## config.mk

```make
export PLATFORM = sky130hd
export DESIGN_NAME = alu_input_sequencer
export DESIGN_NICKNAME = d
export VERILOG_FILES = /design/src/rtl/alu_pkg.sv /design/src/rtl/btn_debounce.sv /design/src/rtl/alu_input_sequencer.sv
export SDC_FILE = /design/constraint.sdc
export NUM_CORES = 1
export LEC_CHECK = 0
export ABC_AREA = 0
export ABC_CLOCK_PERIOD_IN_PS = 1400
export CORE_ASPECT_RATIO = 1.5
export CORE_UTILIZATION = 35
export DETAILED_ROUTE_END_ITERATION = 8
export DONT_BUFFER_PORTS = 1
export GPL_TIMING_DRIVEN = 0
export PLACE_DENSITY = 0.48
export SLEW_MARGIN = 5
export SYNTH_ARGS = -nofsm -noshare
export SYNTH_HDL_FRONTEND = slang
export SYNTH_SLANG_ARGS = --single-unit
export TNS_END_PERCENT = 30
```

## constraint.sdc

```tcl
create_clock -name clk -period 1.4 [get_ports clk]
set_input_delay 0.07 -clock clk [delete_from_list [all_inputs] [get_ports clk]]
set_output_delay 0.07 -clock clk [all_outputs]
set_load 0.02 [all_outputs]
```

## src/rtl/alu_pkg.sv

```systemverilog
// alu_pkg: opcode map, flag indices and sequencer states shared by the ALU and its input sequencer.
package alu_pkg;
    localparam logic [3:0] OP_ADD = 4'b0000;
    localparam logic [3:0] OP_SUB = 4'b0001;
    localparam logic [3:0] OP_MUL = 4'b0010;
    localparam logic [3:0] OP_DIV = 4'b0011;
    localparam logic [3:0] OP_MOD = 4'b0100;
    localparam logic [3:0] OP_AND = 4'b0101;
    localparam logic [3:0] OP_OR  = 4'b0110;
    localparam logic [3:0] OP_XOR = 4'b0111;
    localparam logic [3:0] OP_SHL = 4'b1000;
    localparam logic [3:0] OP_SHR = 4'b1001;

    localparam int FLAG_N = 3;
    localparam int FLAG_Z = 2;
    localparam int FLAG_C = 1;
    localparam int FLAG_V = 0;

    typedef enum logic [2:0] {S_A, S_B, S_OP, S_EXEC, S_SHOW} state_t;

    function automatic logic op_illegal(input logic [3:0] op, input logic b_zero);
        return op > OP_SHR || ((op == OP_DIV || op == OP_MOD) && b_zero);
    endfunction
endpackage

```

## src/rtl/btn_debounce.sv

```systemverilog
// btn_debounce: 2-flop synchronizer, optional debounce (ALU_SEQ_DEBOUNCE_EN) and press-edge detect.
module btn_debounce #(
    parameter int DEBOUNCE_CYCLES = 16
) (
    input  logic clk,
    input  logic rst_n,
    input  logic btn_n,
    output logic press
);
    logic s1, s2, level;
`ifdef ALU_SEQ_DEBOUNCE_EN
    localparam int CW = $clog2(DEBOUNCE_CYCLES + 1);
    localparam logic [CW-1:0] LAST = CW'(DEBOUNCE_CYCLES - 1);
    logic [CW-1:0] cnt;
    logic level_d;
    always_ff @(posedge clk or negedge rst_n) begin
        if (!rst_n) begin
            {s1, s2, level, level_d} <= 4'b1111;
            cnt <= '0;
            press <= 1'b0;
        end else begin
            s1 <= btn_n;
            s2 <= s1;
            level_d <= level;
            press <= level_d & ~level;
            // level only follows the synchronized input after it disagrees for DEBOUNCE_CYCLES in a row
            if (s2 == level) cnt <= '0;
            else if (cnt == LAST) begin
                level <= s2;
                cnt <= '0;
            end else cnt <= cnt + 1'b1;
        end
    end
`else
    always_ff @(posedge clk or negedge rst_n) begin
        if (!rst_n) begin
            {s1, s2, level} <= 3'b111;
            press <= 1'b0;
        end else begin
            s1 <= btn_n;
            s2 <= s1;
            level <= s2;
            press <= level & ~s2;
        end
    end
`endif
endmodule

```

## src/rtl/alu_input_sequencer.sv

```systemverilog
// alu_input_sequencer: loads A, B and opcode one button press at a time, then captures the ALU result.
// Button debounce is built in only when ALU_SEQ_DEBOUNCE_EN is defined.
module alu_input_sequencer
    import alu_pkg::*;
#(
    parameter int N = 4,
    parameter int DEBOUNCE_CYCLES = 16
) (
    input  logic         clk,
    input  logic         rst_n,
    input  logic [N-1:0] sw,
    input  logic [3:0]   op_sw,
    input  logic         btn_n,
    input  logic [N-1:0] alu_result,
    input  logic [3:0]   alu_flags,
    output logic [N-1:0] a_o,
    output logic [N-1:0] b_o,
    output logic [3:0]   op_o,
    output logic [N-1:0] result_q,
    output logic [3:0]   flags_q,
    output logic         err,
    output logic [2:0]   stage,
    output logic         done
);
    logic press, ill;
    state_t state;

    btn_debounce #(.DEBOUNCE_CYCLES(DEBOUNCE_CYCLES)) u_btn (
        .clk(clk),
        .rst_n(rst_n),
        .btn_n(btn_n),
        .press(press)
    );

    assign ill = op_illegal(op_o, b_o == '0);

    always_ff @(posedge clk or negedge rst_n) begin
        if (!rst_n) begin
            state <= S_A;
            a_o <= '0;
            b_o <= '0;
            op_o <= '0;
            result_q <= '0;
            flags_q <= '0;
            err <= 1'b0;
            stage <= 3'b001;
            done <= 1'b0;
        end else begin
            done <= 1'b0;
            case (state)
                S_A: if (press) begin
                    a_o <= sw;
                    state <= S_B;
                    stage <= 3'b010;
                end
                S_B: if (press) begin
                    b_o <= sw;
                    state <= S_OP;
                    stage <= 3'b100;
                end
                S_OP: if (press) begin
                    op_o <= op_sw;
                    state <= S_EXEC;
                    stage <= 3'b000;
                end
                S_EXEC: begin
                    // illegal operations report a forced zero result with only Z set
                    result_q <= ill ? '0 : alu_result;
                    flags_q <= ill ? 4'(1 << FLAG_Z) : alu_flags;
                    err <= ill;
                    done <= 1'b1;
                    state <= S_SHOW;
                end
                S_SHOW: if (press) begin
                    state <= S_A;
                    stage <= 3'b001;
                end
                default: begin
                    state <= S_A;
                    stage <= 3'b001;
                end
            endcase
        end
    end
endmodule
```

==> results of run 1 <==
## per-layer routing
metal | wire, um | track usage [%] | part of all wire, % | vias to the layer above
li1 | - | - | - | 393
met1 | 1000 | 18.2 | 38 | 429
met2 | 1450 | 24.9 | 54 | 34
met3 | 181 | 4.96 | 6.8 | 5
met4 | 39 | 8.11 | 1.5 | 0
met5 | 0 | 0 | 0 | -
## layout by cell type, fill, tap and decap left out, drive strengths merged, types with 4 or more instances in the layout
cell type    instances
a21oi                7
nor2                 5
dfstp                4
dfrtp               28
a32o                 7
clkbuf               7
mux2                12
dlygate4sd3         18
buf                  4
inv                  4
## sequential cells by signal (all words and copies together) (netlist names), 3 cells and up
name	cells
b_o	4
stage	3
result_q	4
a_o	4
state	3
op_o	4
flags_q	4
## final cells by class
class | instances | share of cell area [%]
Sequential cell | 32 | 46.8
Timing Repair Buffer | 21 | 12.4
Clock inverter | 1 | 1.73
Multi-Input combinational cell | 55 | 29.2
Inverter | 4 | 0.863
Tap cell | 42 | 3.02
Clock buffer | 7 | 5.54
Buffer | 1 | 0.432
## cells by family after synthesis
logic type	share of synthesized area (%)
flip-flops	61.5
AO/OA/AOI/OAI	12.9
AND/OR/NAND/NOR	13.4
multiplexers	10.3
buffers and inverters	1.91
## Yosys cell counts (all sizes together)
cell type | number | area share [%]
nor3b | 1 | 0.57
o31ai | 1 | 0.57
and3b | 2 | 1.3
a21boi | 1 | 0.57
nor3 | 3 | 2.9
o21a | 1 | 0.57
nand3 | 2 | 0.76
a21oi | 7 | 2.7
a32o | 7 | 5.3
and2 | 1 | 0.67
o211ai | 1 | 0.95
nor2b | 1 | 0.48
dfstp | 4 | 8.0
nor2 | 5 | 2.0
nand2b | 3 | 2.0
a31oi | 1 | 0.48
nand3b | 2 | 2.1
a31o | 1 | 0.67
inv | 4 | 1.1
o32ai | 1 | 0.67
or2b | 1 | 0.57
o21ai | 1 | 0.38
mux2 | 12 | 10
dfrtp | 28 | 53
buf | 2 | 0.76
## power groups by stage
stage	Combinational (mW)	Sequential, mW	Clock [mW]
final	0.906	2.08	0.949
after global routing	1.01	2.13	1.03
after detailed placement	0.776	2.06	0
after floorplan	0.664	1.96	0
after CTS	0.914	2.08	0.990
after global placement	0.749	2.04	0
## repair_timing
action	CTS	global route
resized for setup	8	6
setup endpoints to repair	17	13
pin swaps	1	4
hold endpoints to repair	53	2
buffers inserted	2	0
hold buffers	18	1
## metrics by stage
step	setup WS [ns]	total power, mW	hold WS, ns	cells	setup TNS [ns]
2_1_floorplan	0.0752	2.62	-0.226	93	0
3_3_place_gp	-0.196	2.79	-0.225	135	-1.66
3_5_place_dp	-0.203	2.84	-0.225	135	-1.95
4_1_cts	-0.00130	3.99	-0.0746	162	-0.00130
5_1_grt	0.00503	4.18	0.244	163	0
6_report	0.0502	3.94	0.228	163	0
## worst paths after layout
check,from,end,slack (ns),cells after the start
hold / removal,rst_n,a_o[1]$_DFFE_PN0P_,0.23,2
setup reg to reg,state[2]$_DFFE_PN0P_,a_o[3]$_DFFE_PN0P_,0.05,3
max in group asynchronous,rst_n,stage[0]$_DFFE_PN1P_,0.93,2
min in group clk,btn_n,u_btn.s1$_DFF_PN1_,0.33,1
hold reg to reg,u_btn.s1$_DFF_PN1_,u_btn.s2$_DFF_PN1_,0.36,0
setup / recovery,state[2]$_DFFE_PN0P_,a_o[3]$_DFFE_PN0P_,0.05,3
## worst reg2reg max path, stage by stage (launching register included)
cell and delay [ns]:
dfrtp_1 0.37, buf_4 0.18, nor3_4 0.31, mux2_2 0.37
==> impl_metrics.yaml, run 1 <==
routing:
  drc: 0
  ant_nets: 0
  vias: 861
  drtIter0Drc: 14
  wl_mm: 2.67
  firstDrtPassIters: 4
  viasPerCell: 5.28
  wl_per_cell_um: 16.4
layout:
  diodes: 0
  finish.utilization_pct: 50.0
  syn_to_final_growth_pct: 32.8
  nFillCells: 293
  fin_area_um2: 1740
  nNetsFinal: 139
  seq_area_um2: 815
  post_route_cells_drive_above_1_share_pct: 38.0
  multi_input_area_um2: 508
synthesis:
  seq_area_frac_synth_pct: 61.5
  ys_warn_count: 0
  synth_fp_nets: 112
  syn_area_um2: 1310
  netlist_instances: 93
  ys_types: 30
  ys_ff_latch: 32
  post_synth.cell_area_avg_um2: 14.1
clock_network:
  htreeDepth: 2
  clock-sinks: 32
  cts_tree: "built"
  clock_latency_ns: 0.28
  clk_pin_slew_ns: 0.06
  cts-root-buf: "clkbuf_8"
  cts_buffer_depth: 2
  cts_buffers: 5
job:
  maxCapViolCount: 0
pwr:
  ir_drop_mv: 1.04
  p_per_area_nw_per_um2: 2270
  netSwitchingPower_mw: 1.48
  p_leak_nw: 0.744
  p_int_mw: 2.46
  pwr-share-comb_pct: 23.0
  pwr-share-clk_pct: 24.1
  seqPwrFrac_pct: 52.9
  swShare_pct: 37.6
placement:
  place.gp.congestion: 0.703
  place.port_buffers: 0
  place_hpwl_mm: 1.83
  placed_cell_area_um2: 1360
setup_path:
  startpoint_type: "flip-flop"
  slowest_stage: "dfrtp_1"
  cp-end-kind: "flip-flop"
  worstPathRequired_ns: 1.56
  crit_buf_inv: 1
  slowest_delay_ns: 0.37
  critical-path-top-delay-family: "flip-flops"
  crit_type: "reg2reg"
  crit_arrival_ns: 1.51
  path_max_fanout: 10
  crit_chain: "buf_4 > nor3_4 > mux2_2"
sta:
  final_max_slew_viol_count: 0
  clock_skew_ns: 0.00232
  hold_viol: 0
  fin_crit_sh_pct: 96.4
  min_period_ns: 1.35
  setup_violations: 0
  worstMarginPinSlew_ns: 0.317
  relSlewSlack_pct: 78.8
  rsz0062_at_grt: "no"
  fmax_mhz: 741
floorplanning:
  fp-row-count: 26
  coreArea_um2: 3480
  die_area_um2: 4000
  die_w_um: 52.0
  die_h_um: 76.9
  start_util_pct: 37.6
  num_io_pins: 44
global_routing:
  grt_pass1_wl_mm: 4.47
  grt_pass1_vias: 910
  grt_max_degree: 33
  grt_usage_pct: 15.6
  antenna_found_initial: 0
  overflow: 0
worst_hold_path:
  hp-class: "in2async"
status:
  status: "completed"
No activity file was read; power rests on OpenSTA's default activity.
==> run 2: changes to the inputs <==
Settings changed: CELL_PAD_IN_SITES_DETAIL_PLACEMENT from default to 2, CELL_PAD_IN_SITES_GLOBAL_PLACEMENT from default to 2, CORE_MARGIN from default to 2, PLACE_DENSITY 0.48 to 0.68.
==> run 2 against run 1 <==
  * Largest cell class unchanged
  * Setup slack got worse by 0.022 ns
  * Maximum frequency decreased by 1.6%
  * Final area fell by 0.72%
==> impl_metrics.yaml, run 2 (synthesis gave the netlist of run 1 again) <==
status:
  status: "completed"
routing:
  firstDrtPassIters: 3
  ant_nets: 0
  drc: 0
  viasPerCell: 5.53
  wl_mm: 3.39
  wl_per_cell_um: 20.5
  drtIter0Drc: 5
  vias: 912
setup_path:
  slowest_stage: "dfrtp_1"
  startpoint_type: "flip-flop"
  crit_type: "reg2reg"
  crit_arrival_ns: 1.55
  worstReg2RegStart: "state[2]$_DFFE_PN0P_"
  cp-end-kind: "flip-flop"
  path_max_fanout: 10
  startpoint: "state[2]$_DFFE_PN0P_"
  worstPathRequired_ns: 1.58
  ff2ff_setup_slack_ns: 0.03
  slowest_delay_ns: 0.38
  r2r_cells: 3
  crit_chain: "buf_4 > nor3_4 > mux2_2"
  r2r-end: "a_o[1]$_DFFE_PN0P_"
global_routing:
  antenna_found_initial: 0
  grt_max_degree: 33
  grt_usage_pct: 18.7
  grt_pass1_vias: 1088
  overflow: 0
  grt_pass1_wl_mm: 5.49
worst_hold_path:
  hp-class: "in2async"
placement:
  place_hpwl_mm: 2.09
  place.port_buffers: 0
  place_inst: 136
  place.gp.congestion: 0.704
  place_worst_setup_slack_ns: -0.126
sta:
  fmax_mhz: 729
  fin_crit_sh_pct: 98.0
  clock_skew_ns: 0.00780
  final_max_slew_viol_count: 0
  hold_viol: 0
  rsz0062_at_grt: "yes"
  min_period_ns: 1.37
  worstMarginPinSlew_ns: 0.322
  tns_ns: 0
  relSlewSlack_pct: 78.5
  layout_setup_ws_ns: 0.0285
  setup_violations: 0
clock_network:
  clock-sinks: 32
  cts_buffer_depth: 2
  cts-root-buf: "clkbuf_8"
  cts_tree: "built"
  clk_pin_slew_ns: 0.06
  cts_buffers: 5
  clock_latency_ns: 0.29
  htreeDepth: 2
job:
  maxCapViolCount: 0
floorplanning:
  start_util_pct: 36.2
  die_w_um: 54.0
  num_io_pins: 44
  die_h_um: 78.9
  die_area_um2: 4260
  coreArea_um2: 3610
  fp-row-count: 27
layout:
  syn_to_final_growth_pct: 31.8
  layout_common_cells: "20 x dfrtp_1, 18 x dlygate4sd3_1, 11 x mux2_2, 8 x dfrtp_2"
  final_common_cell: "dfrtp_1"
  nNetsFinal: 141
  diodes: 0
  final_cells: 165
  post_route_cells_drive_above_1_share_pct: 40.2
pwr:
  p_per_area_nw_per_um2: 2230
  p_leak_nw: 0.737
  ir_drop_mv: 1.09
==> run 2: worst max-delay path, delay by kind of cell, from the launching register on <==
family	cells	cell delay, ns
buffers and inverters	1	0.19
DFF	1	0.38
muxes	1	0.38
and+or+nand+nor	1	0.31
==> run 2: per-layer routing <==
layer  up-vias  wire (um)  GRT usage (%)
li1        400          -              -
met1       474       1120           18.6
met2        31       1990           32.6
met3         7        199           7.33
met4         0         83           8.46
met5         -          0              0
==> run 2: final cells by class <==
| class | count | area, um^2 |
|---|---|---|
| clock buffer | 7 | 96.3 |
| buffer | 1 | 7.51 |
| sequential | 32 | 816 |
| tap | 43 | 53.8 |
| fill | 341 | 1890 |
| multi-input combinational | 56 | 515 |
| timing repair buffer | 22 | 223 |
| inverter | 4 | 15.0 |
==> run 2: what timing repair did <==
action | CTS | global route
buffers inserted | 2 | 1
cloned | 1 | 0
hold buffers | 18 | 1
gates resized for setup | 11 | 6
pin swaps | 4 | 6
endpoints found under the hold margin | 53 | 2
setup endpoints to repair | 20 | 18
==> run 2: worst max-delay path by stage <==
stage | to | slack, ns
2_1_floorplan | a_o[0]$_DFFE_PN0P_ | 0.08
3_3_place_gp | result_q[2]$_DFFE_PN0N_ | -0.1
3_5_place_dp | result_q[1]$_DFFE_PN0N_ | -0.13
4_1_cts | a_o[1]$_DFFE_PN0P_ | -0.04
5_1_grt | flags_q[1]$_DFFE_PN0N_ | -0.03
6_report | a_o[1]$_DFFE_PN0P_ | 0.03
==> run 2: metrics by stage <==
stage                     cell area, um^2  utilization, %  hold WS (ns)  power (mW)
after floorplan                      1310               -        -0.226        2.62
after global placement               1360            37.7        -0.224        2.78
after detailed placement             1360            37.7        -0.224        2.87
after CTS                            1700            46.9       -0.0765        3.86
after global routing                 1730            47.8         0.248        4.07
final                                1730            47.8         0.223        3.85
==> run 2: where the power goes <==
group / internal [mW] / switching, mW / leakage [nW]
Combinational: 0.528 / 0.430 / 0.310
Clock: 0.437 / 0.338 / 0.0503
Sequential: 1.32 / 0.789 / 0.377
==> run 3: changes to the inputs <==
Settings changed: CORE_ASPECT_RATIO 1.5 to default, GPL_ROUTABILITY_DRIVEN from default to 0.
==> run 3 against run 2 <==
  * Critical path depth unchanged
  * Via count increased by 0.77%
  * Setup slack hardly changed
  * Hold slack improved by 0.0056 ns
  * Die area fell by 0.23%
  * Highest routed layer unchanged
==> impl_metrics.yaml, run 3 (synthesis gave the netlist of run 1 again) <==
layout:
  final_common_cell: "dfrtp_1"
  final_cells: 174
  layout_common_cells: "22 x dfrtp_1, 18 x dlygate4sd3_1, 10 x mux2_2"
  diodes: 0
  finish.utilization_pct: 48.6
  nNetsFinal: 144
  nFillCells: 383
  post_route_cells_drive_above_1_share_pct: 38.9
  syn_to_final_growth_pct: 34.9
setup_path:
  crit_arrival_ns: 1.54
  critical-path-top-delay-family: "flip-flops"
  cp-end-kind: "flip-flop"
  path_max_fanout: 5
  worstPathRequired_ns: 1.57
  crit_buf_inv: 0
  crit_type: "reg2reg"
  startpoint_type: "flip-flop"
  crit_chain: "nand2b_4 > nor3_4 > mux2_2"
  slowest_stage: "dfrtp_2"
  slowest_delay_ns: 0.45
clock_network:
  cts_buffer_depth: 2
  cts-root-buf: "clkbuf_8"
  cts_tree: "built"
  clock_latency_ns: 0.29
  htreeDepth: 2
  clk_pin_slew_ns: 0.07
  cts_buffers: 5
  clock-sinks: 32
sta:
  setup_violations: 0
  rsz0062_at_grt: "yes"
  fin_crit_sh_pct: 97.9
  hold_viol: 0
  clock_skew_ns: 0.00816
  layout_setup_ws_ns: 0.0289
  relSlewSlack_pct: 77.8
  fmax_mhz: 729
  min_period_ns: 1.37
  final_max_slew_viol_count: 0
  worstMarginPinSlew_ns: 0.332
worst_hold_path:
  hp-class: "in2async"
global_routing:
  antenna_found_initial: 0
  overflow: 0
  grt_pass1_vias: 988
  grt_usage_pct: 16.7
  grt_pass1_wl_mm: 5.11
  grt_max_degree: 33
status:
  status: "completed"
pwr:
  p_per_area_nw_per_um2: 2190
  ir_drop_mv: 1.03
  swShare_pct: 40.2
  power.total_mw: 3.87
  pwr-share-comb_pct: 26.5
  netSwitchingPower_mw: 1.55
  pwr-share-clk_pct: 19.1
  seqPwrFrac_pct: 54.4
  p_leak_nw: 0.757
  p_int_mw: 2.31
floorplanning:
  fp-row-count: 22
  num_io_pins: 44
  die_h_um: 65.2
  die_area_um2: 4250
  die_w_um: 65.2
  coreArea_um2: 3630
  start_util_pct: 36.1
routing:
  drtIter0Drc: 35
  firstDrtPassIters: 4
  viasPerCell: 5.28
  wl_mm: 3.18
  drc: 0
  wl_per_cell_um: 18.2
  ant_nets: 0
  vias: 919
placement:
  place_hpwl_mm: 1.93
  place.port_buffers: 0
  place_worst_setup_slack_ns: -0.0953
  place_inst: 141
job:
  maxCapViolCount: 0
## run 3: per-stage QoR
step	cell area (um^2)	hold WS, ns	TNS [ns]
final	1770	0.228	0
after global routing	1770	0.225	-0.123
after CTS	1710	-0.0802	-0.0350
after detailed placement	1370	-0.224	-1.00
after global placement	1370	-0.225	-0.803
after floorplan	1310	-0.226	0
## run 3: final cells by class
type	instances	area, um^2	share of cell area [%]
timing repair buffer	26	265	15.0
multi-input combinational	55	512	29.0
clock inverter	1	7.51	0.425
sequential	32	813	46.0
tap	48	60.1	3.40
buffer	1	7.51	0.425
inverter	4	15.0	0.850
clock buffer	7	86.3	4.89
## run 3: worst paths after layout
kind,startpoint,endpoint,slack (ns),cells past startpoint
worst max-delay path,state[0]$_DFFE_PN0P_,a_o[2]$_DFFE_PN0P_,0.03,3
worst min-delay path,rst_n,stage[2]$_DFFE_PN0P_,0.23,2
worst max register to register,state[0]$_DFFE_PN0P_,a_o[2]$_DFFE_PN0P_,0.03,3
worst min register to register,u_btn.s1$_DFF_PN1_,u_btn.s2$_DFF_PN1_,0.36,0
max in group asynchronous,rst_n,u_btn.s1$_DFF_PN1_,0.93,2
min in group clk,btn_n,u_btn.s1$_DFF_PN1_,0.33,1
## run 3: power groups by stage
stage,Clock (mW),Combinational (mW),Sequential [mW]
5_1_grt,0.816,1.14,2.16
6_report,0.739,1.03,2.10
3_3_place_gp,0,0.743,2.04
3_5_place_dp,0,0.794,2.06
4_1_cts,0.778,0.959,2.08
2_1_floorplan,0,0.664,1.96
## run 3: timing repair
action / CTS / global route
endpoints found under the hold margin: 53 / 2
setup buffers: 4 / 3
endpoints found under the setup margin: 16 / 21
resized for setup: 6 / 8
hold buffers: 18 / 1
pin swaps: 2 / 3
## run 3: metal layers
layer	GRT usage (%)	vias to the layer above	part of all wire, %
met2	26.5	32	53
met4	7.03	0	2.3
met5	0	-	0
li1	-	407	-
met1	19.7	471	38
met3	7.02	9	6.9
